File: src/rtl/redmule_tile_evt_ctrl.sv
// Event/interrupt controller for a RedMulE tile: latches accelerator events, drives
// masked interrupt lines, wakes a sleeping core and handshakes fence.i flushes.
//
// state   | meaning
// IDLE    | core awake, no wake-up pending
// SLEEP   | core in wait-for-event, counting sleep cycles
// WAKE    | wake-up issued, waiting for core to leave sleep
// F_IDLE  | no flush in progress
// F_WAIT  | flush requested, waiting for accelerator to go idle
// F_ACK   | flush acknowledged, waiting for request release
module redmule_tile_evt_ctrl #(
    parameter int N_CORE       = 1,
    parameter int N_IRQ        = 32,
    parameter int EVT_IRQ_BASE = 16
) (
    input  logic                     clk,
    input  logic                     rst,
    input  logic [N_CORE-1:0][1:0]   evt,
    input  logic                     busy,
    input  logic                     core_sleep,
    input  logic                     fencei_flush_req,
    output logic                     fencei_flush_ack,
    input  logic                     cfg_we,
    input  logic [2*N_CORE-1:0]      cfg_mask,
    input  logic                     clr_valid,
    input  logic [2*N_CORE-1:0]      clr_mask,
    output logic [N_IRQ-1:0]         irq,
    output logic                     wu_wfe,
    output logic [2*N_CORE-1:0]      pending,
    output logic [31:0]              sleep_cycles
);

    localparam int N_EVT = 2 * N_CORE;

    if (EVT_IRQ_BASE + N_EVT > N_IRQ) begin : g_cfg_check
        $error("redmule_tile_evt_ctrl: event irq range exceeds N_IRQ");
    end

    typedef enum logic [1:0] {IDLE, SLEEP, WAKE} wake_state_t;
    typedef enum logic [1:0] {F_IDLE, F_WAIT, F_ACK} flush_state_t;

    logic [N_EVT-1:0] evt_flat;
    logic [N_EVT-1:0] pending_q, pending_n;
    logic [N_EVT-1:0] mask_q;
    logic [N_EVT-1:0] clr_bits;
    logic [N_IRQ-1:0] irq_q, irq_n;
    logic             evt_hit;

    wake_state_t  wake_q, wake_n;
    logic         wu_q, wu_n;
    logic [31:0]  sleep_cnt;

    flush_state_t flush_q, flush_n;

    // Packed [i][j] flattens to index 2*i + j.
    assign evt_flat = evt;
    assign evt_hit  = |(pending_q & mask_q);

    // A set in the same cycle as a clear wins, so no event is lost.
    always_comb begin
        clr_bits  = clr_valid ? clr_mask : '0;
        pending_n = (pending_q & ~clr_bits) | evt_flat;
    end

    always_comb begin
        irq_n = '0;
        irq_n[EVT_IRQ_BASE +: N_EVT] = pending_q & mask_q;
    end

    always_ff @(posedge clk) begin
        if (rst) begin
            pending_q <= '0;
            mask_q    <= '0;
            irq_q     <= '0;
        end else begin
            pending_q <= pending_n;
            irq_q     <= irq_n;
            if (cfg_we) begin
                mask_q <= cfg_mask;
            end
        end
    end

    always_comb begin
        wake_n = wake_q;
        wu_n   = 1'b0;
        case (wake_q)
            IDLE: begin
                if (core_sleep) begin
                    wake_n = SLEEP;
                end
            end
            SLEEP: begin
                if (evt_hit) begin
                    wake_n = WAKE;
                    wu_n   = 1'b1;
                end else if (!core_sleep) begin
                    wake_n = IDLE;
                end
            end
            WAKE: begin
                if (!core_sleep) begin
                    wake_n = IDLE;
                end
            end
            default: wake_n = IDLE;
        endcase
    end

    always_ff @(posedge clk) begin
        if (rst) begin
            wake_q    <= IDLE;
            wu_q      <= 1'b0;
            sleep_cnt <= '0;
        end else begin
            wake_q <= wake_n;
            wu_q   <= wu_n;
            if (wake_q == SLEEP && sleep_cnt != 32'hFFFF_FFFF) begin
                sleep_cnt <= sleep_cnt + 32'd1;
            end
        end
    end

    always_comb begin
        flush_n = flush_q;
        case (flush_q)
            F_IDLE: begin
                if (fencei_flush_req) begin
                    flush_n = F_WAIT;
                end
            end
            F_WAIT: begin
                if (!fencei_flush_req) begin
                    flush_n = F_IDLE;
                end else if (!busy) begin
                    flush_n = F_ACK;
                end
            end
            F_ACK: begin
                if (!fencei_flush_req) begin
                    flush_n = F_IDLE;
                end
            end
            default: flush_n = F_IDLE;
        endcase
    end

    always_ff @(posedge clk) begin
        if (rst) begin
            flush_q <= F_IDLE;
        end else begin
            flush_q <= flush_n;
        end
    end

    assign pending          = pending_q;
    assign irq              = irq_q;
    assign wu_wfe           = wu_q;
    assign sleep_cycles     = sleep_cnt;
    assign fencei_flush_ack = (flush_q == F_ACK);

endmodule

File: config.mk
export PLATFORM = sky130hd
export DESIGN_NAME = redmule_tile_evt_ctrl
export DESIGN_NICKNAME = d
export VERILOG_FILES = /design/src/rtl/redmule_tile_evt_ctrl.sv
export SDC_FILE = /design/constraint.sdc
export NUM_CORES = 1
export LEC_CHECK = 0
export ABC_CLOCK_PERIOD_IN_PS = 1900
export CAP_MARGIN = 20
export CORE_UTILIZATION = 41
export CTS_CLUSTER_DIAMETER = 60
export DETAILED_ROUTE_END_ITERATION = 16
export GPL_TIMING_DRIVEN = 0
export MAX_ROUTING_LAYER = met4
export PLACE_DENSITY = 0.72
export SLEW_MARGIN = 25
export SYNTH_ARGS = -nofsm -noshare
export SYNTH_HDL_FRONTEND = slang
export SYNTH_SLANG_ARGS = --single-unit
File: constraint.sdc
create_clock -name clk -period 1.9 [get_ports clk]
set_clock_uncertainty 0.05 [all_clocks]
set_input_delay 0.38 -clock clk [delete_from_list [all_inputs] [get_ports clk]]
set_output_delay 0.38 -clock clk [all_outputs]
set_load 0.01 [all_outputs]
==> results of run 1 <==
[stage by stage]
| step | hold WS (ps) | utilization, % | cells | total power [mW] |
|---|---|---|---|---|
| final | 392 | 61.4 | 450 | 1.68 |
| after detailed placement | 387 | 55.1 | 429 | 1.13 |
| after floorplan | 365 | - | 308 | 1.07 |
| after CTS | 398 | 59.4 | 446 | 1.70 |
| after global routing | 413 | 61.4 | 450 | 1.76 |
| after global placement | 374 | 55.1 | 429 | 1.13 |
[metal layers]
metal  part of all wire, %  routed length [um]
met4                   1.8                 109
met3                   4.9                 291
met1                    45                2630
met2                    49                2870
met5                     0                   0
[layout make-up]
| class | count | share of cell area [%] |
|---|---|---|
| plain buffers | 39 | 8.27 |
| clock buffers | 6 | 2.13 |
| clock inverters | 2 | 0.368 |
| inverters | 6 | 0.662 |
| multi-input cells | 219 | 41.5 |
| flip-flops and latches | 43 | 27.0 |
| well taps | 72 | 2.65 |
| repair buffers | 63 | 17.5 |
[placed cells by master (no fill, tap or decap), types with 3 or more instances in the layout]
master / n
clkdlybuf4s50_1: 49
buf_4: 45
conb_1: 30
a21oi_1: 25
dfxtp_2: 19
nor2_1: 18
nand2_1: 15
dfxtp_1: 15
nand4_1: 12
or3_1: 12
o31ai_1: 11
o21ai_0: 10
or4_1: 10
and3_1: 9
dfxtp_4: 9
clkbuf_1: 7
nor2b_1: 6
inv_1: 6
nor3_1: 6
nand3_1: 5
clkbuf_8: 5
nand3_2: 4
and4_1: 3
and4_4: 3
nor4_4: 3
a31oi_1: 3
mux2i_1: 3
mux2_2: 3
[power by group through the flow]
stage	combinational, mW	sequential [mW]	clock, mW
3_5_place_dp	0.182	0.946	0
5_1_grt	0.218	0.914	0.627
6_report	0.201	0.913	0.569
4_1_cts	0.194	0.922	0.586
3_3_place_gp	0.180	0.945	0
2_1_floorplan	0.123	0.947	0
[worst max-delay path: stages (launching register included)]
cell and delay [ps]:
dfxtp_2 400, nand3_2 160, nor4_4 420, nand2_2 150
or4_1 520, a21oi_1 160
[final timing paths]
path,to,from
worst max-delay path,sleep_cycles[21],sleep_cycles[5]
worst min-delay path,flush_q[0],flush_q[1]
worst max register to register,sleep_cycles[21],sleep_cycles[5]
worst min register to register,flush_q[0],flush_q[1]
[logic make-up after synthesis]
kind of cell / after synthesis / share of synthesized area [%]
mux: 6 / 2.71
flops: 43 / 36.5
buf+inv: 46 / 12.5
compound gates: 60 / 15.8
other cells: 1 / 0.159
simple gates: 121 / 31.4
fa+ha+maj: 1 / 0.531
xor+xnor: 1 / 0.372
[repair_timing]
item / CTS / global route
gates resized for setup: 30 / 28
pin swaps: 5 / 5
setup endpoints to repair: 27 / 27
setup buffers: 10 / 4
[registers in the layout (all words and copies together), names as in the netlist]
signal	flops
pending	2
flush_q	2
sleep_cycles	32
wu_wfe	1
mask_q	2
wake_q	2
irq	2
==> run metrics, run 1 <==
post-synthesis register bit count=43; Clock Path Buffers=2; Slew Viols, Final=0; met3 global-route usage=3.88%; vias in the first global route=1,983; gpl congestion=0.822; fin nets=391; Clock power frac=33.8%; sw frac=24.8%; most numerous cell in the Yosys netlist=dfxtp_1; Worst setup EP type=flop; Final period util=102%; crit path launch type=flop; Syn Std Cell Area=2360 um^2; met1 Resource Use GR=23.3%; fill cell count=522; Synth area leader=dfxtp_1; Final Setup Violations=8; hpwl dp=3960 um; most instantiated cells after synthesis=43 x dfxtp_1, 32 x buf_4, 27 x a21oi_1, 18 x nor2_1, 16 x nand2_1; die area=6060 um^2; crit path DAT=2110 ps; core area=5540 um^2; clock sink count=43; Leak=1.31 nW; Max Cap Viol=0; sw power=0.418 mW; Final Hold Fails=0; Final Cell Area=3400 um^2; setup TNS=-152 ps; RSZ-0062 raised after global routing=yes; Die Span Y=77.8 um; Clock Latency Late Sink=300 ps; post-route ant nets=0; max_slew headroom=66.1%; Async SR Flop Fraction=0%; Area Overhead vs Synth=44.4%; Worst Tran Pin Value=509 ps; io pins=81; total track usage=19.2%; Worst R2R Setup Slack=-40 ps; Pre-antenna DRT Iters=4; Power Internal=1.26 mW; port bufs=49; DRC errors left=0; number of diodes=0; register area=918 um^2; Cell Pwr Density=494 nW/um^2; total CTS buffers=5; htree depth=2; TritonCTS clock tree=done; post-route minimum period=1940 ps; global routing's busiest layer=met2; Post-DP Area=3060 um^2; worst vdd ir=0.357 mV; WP data required=2070 ps; crit-path max FO=7; Initial Utilization=42.5%; first-pass GRT wire length=9070 um; worst hold path cell count=1; # rows=27; WL final=5910 um; root buffer cell=clkbuf_8; top-area cell type share of the netlist area=36.5%; Synth area leaders=dfxtp_1 37%, buf_4 10%, a21oi_1 5.7%; R2R depth=5; sequential area share after synthesis=36.5%; die width=77.8 um; Worst-path clk slew=80 ps; Multi-input gate area=1410 um^2; Post-synth EDFFs=0; layout cells sized above 1=29.6%; Critical Setup Path Class=reg -> reg; pin count of the biggest net entering global routing=14; Post-Syn Area per Cell=8.45 um^2; smallest setup slack after layout=-42.2 ps; Hold Buf Count CTS=0; count of cell types in the netlist=42; Comb power frac=11.9%; sequential power share=54.3%; violated checks=setup timing; GRT met2 Usage=30.9%; initial antenna violation count=0; Routed WL per cell=13.1 um; grt ovf=0; Cells after Synth=279; 1st-iter DRT viols=110; outcome=finished with violations; Setup WS pre-CTS=-320 ps; Main synth FF type=dfxtp_1; Syn. warnings=0; vias per cell=5.25; min-delay worst type=reg -> reg; fmax=515 MHz; routed via count=2,363
Note: power is estimated with default switching activity, not from simulation.
==> run 2, diff against run 1 <==
--- a/config.mk
+++ b/config.mk
@@ -8,7 +8,7 @@
 export ABC_CLOCK_PERIOD_IN_PS = 1900
 export CAP_MARGIN = 20
 export CORE_UTILIZATION = 41
-export CTS_CLUSTER_DIAMETER = 60
+export CTS_CLUSTER_DIAMETER = 100
 export DETAILED_ROUTE_END_ITERATION = 16
 export GPL_TIMING_DRIVEN = 0
 export MAX_ROUTING_LAYER = met4
==> results of run 2 <==
The final DEF is identical to that of run 1; final timing and power are the same.
==> edit: new RTL, settings of run 2 <==
The output `irq` loses its register stage (`irq_q` becomes a continuous assignment).
--- a/src/rtl/redmule_tile_evt_ctrl.sv
+++ b/src/rtl/redmule_tile_evt_ctrl.sv
@@ -73,6 +73,4 @@
             mask_q    <= '0;
-            irq_q     <= '0;
         end else begin
             pending_q <= pending_n;
-            irq_q     <= irq_n;
             if (cfg_we) begin
@@ -82,2 +80,4 @@
     end
+
+    assign irq_q = irq_n;
 
Function: changed (a bounded check fails within 4 cycles, from zero or initial values and one cycle with rst high).
==> edit against run 2 <==
The flow still finishes with violations (setup timing). Wire length grew 23%. Worst setup slack worse by 0.15 ns. Cell area increased by 12%. Final cell count increased by 5.6%. Power fell by 4.1%. Sequential power is 6.1% lower. Synthesized area up 0.27%. Sequential cell count is 2 lower. Largest power group unchanged. Highest routed layer unchanged.
==> edit: results (changes against run 2) <==
[route]
wl_per_cell_um = 15.3  ; +17%
drt_iter0_drc = 238  ; +120%
wl_met3_um = 503  ; +73%
via_count = 2606  ; +10%

[grt]
grt_start_max_net_pins = 13  ; -1
global_route.usage.total = 0.241  ; +0.0488

[cts]
number_of_instances_resized_during_post_cts_repair = 31  ; +3.3%
post-cts-setup-buffer-count = 27  ; +17

[finish]
stdcell_count = 475  ; +5.6%
buf_share = 0.286  ; +0.0285
fillCellCount = 443  ; -15%
flops_and_latches = 41  ; -4.7%
nNonClkInverters = 4  ; -2
post_route_cells_drive_above_1_share = 0.407  ; +0.111
final_net_count = 416  ; +6.4%
regArea_um2 = 897  ; -2.3%
seqAreaFraction = 0.235  ; -0.0345
layout.comb_gates.multi_input = 226  ; +3.2%

[timing]
setup-violations-final = 29  ; +21
setup_slack_ns = -0.193  ; -0.151 ns

[power_and_ir_drop]
peakVddDrop_mv = 0.345  ; -3.3%
power.density_cell_area_nw_per_um2 = 423  ; -14%
sequentialPower_w = 0.000857  ; -6.1%
p_comb_w = 0.000186  ; -7%
power.static_leakage_nw = 1.50  ; +14%

[synthesis]
post_synth_main_area_contributors = sky130_fd_sc_hd__dfxtp_1 (35%), sky130_fd_sc_hd__buf_4 (9.5%), sky130_fd_sc_hd__or4_1 (5.1%), sky130_fd_sc_hd__a21oi_1 (4.7%), sky130_fd_sc_hd__o31ai_1 (3.5%)
netlist-cell-type-count = 46  ; +9.5%
synth_common_cells = sky130_fd_sc_hd__dfxtp_1 (41), sky130_fd_sc_hd__buf_4 (30), sky130_fd_sc_hd__a21oi_1 (22)
seq_area_frac_synth = 0.347  ; -0.0179
postSynthCellCount = 282  ; +1.1%

[outcome]
violations = setup timing
run_status = complete, but fails checks

[place]
placement_cell_area_um2 = 3160  ; +3.3%
buffers_on_ports = 50  ; +2.0%
placed_cells = 433  ; +0.93%

[critical_path]
r2r_cells = 6  ; +1
worst_r2r_endpoint = sleep_cycles[6]

-- edit: changes by cell type in the layout (fill, tap and decap cells not counted), moves of 6 or more --
cell | before | now
sky130_fd_sc_hd__a21oi_1 | 25 | 15
sky130_fd_sc_hd__dfxtp_2 | 19 | 13
sky130_fd_sc_hd__or4_4 | 1 | 9
sky130_fd_sc_hd__buf_4 | 45 | 60
sky130_fd_sc_hd__dfxtp_4 | 9 | 16
sky130_fd_sc_hd__and3_1 | 9 | 3
sky130_fd_sc_hd__mux2_4 | 0 | 6
-- edit: critical path: stages, from the launching register on --
cell	delay [ns]
sky130_fd_sc_hd__dfxtp_4	0.39
sky130_fd_sc_hd__nand2_1	0.06
sky130_fd_sc_hd__or4_4	0.53
sky130_fd_sc_hd__nor3_4	0.35
sky130_fd_sc_hd__buf_6	0.22
sky130_fd_sc_hd__nor4_4	0.05
sky130_fd_sc_hd__mux2_4	0.31
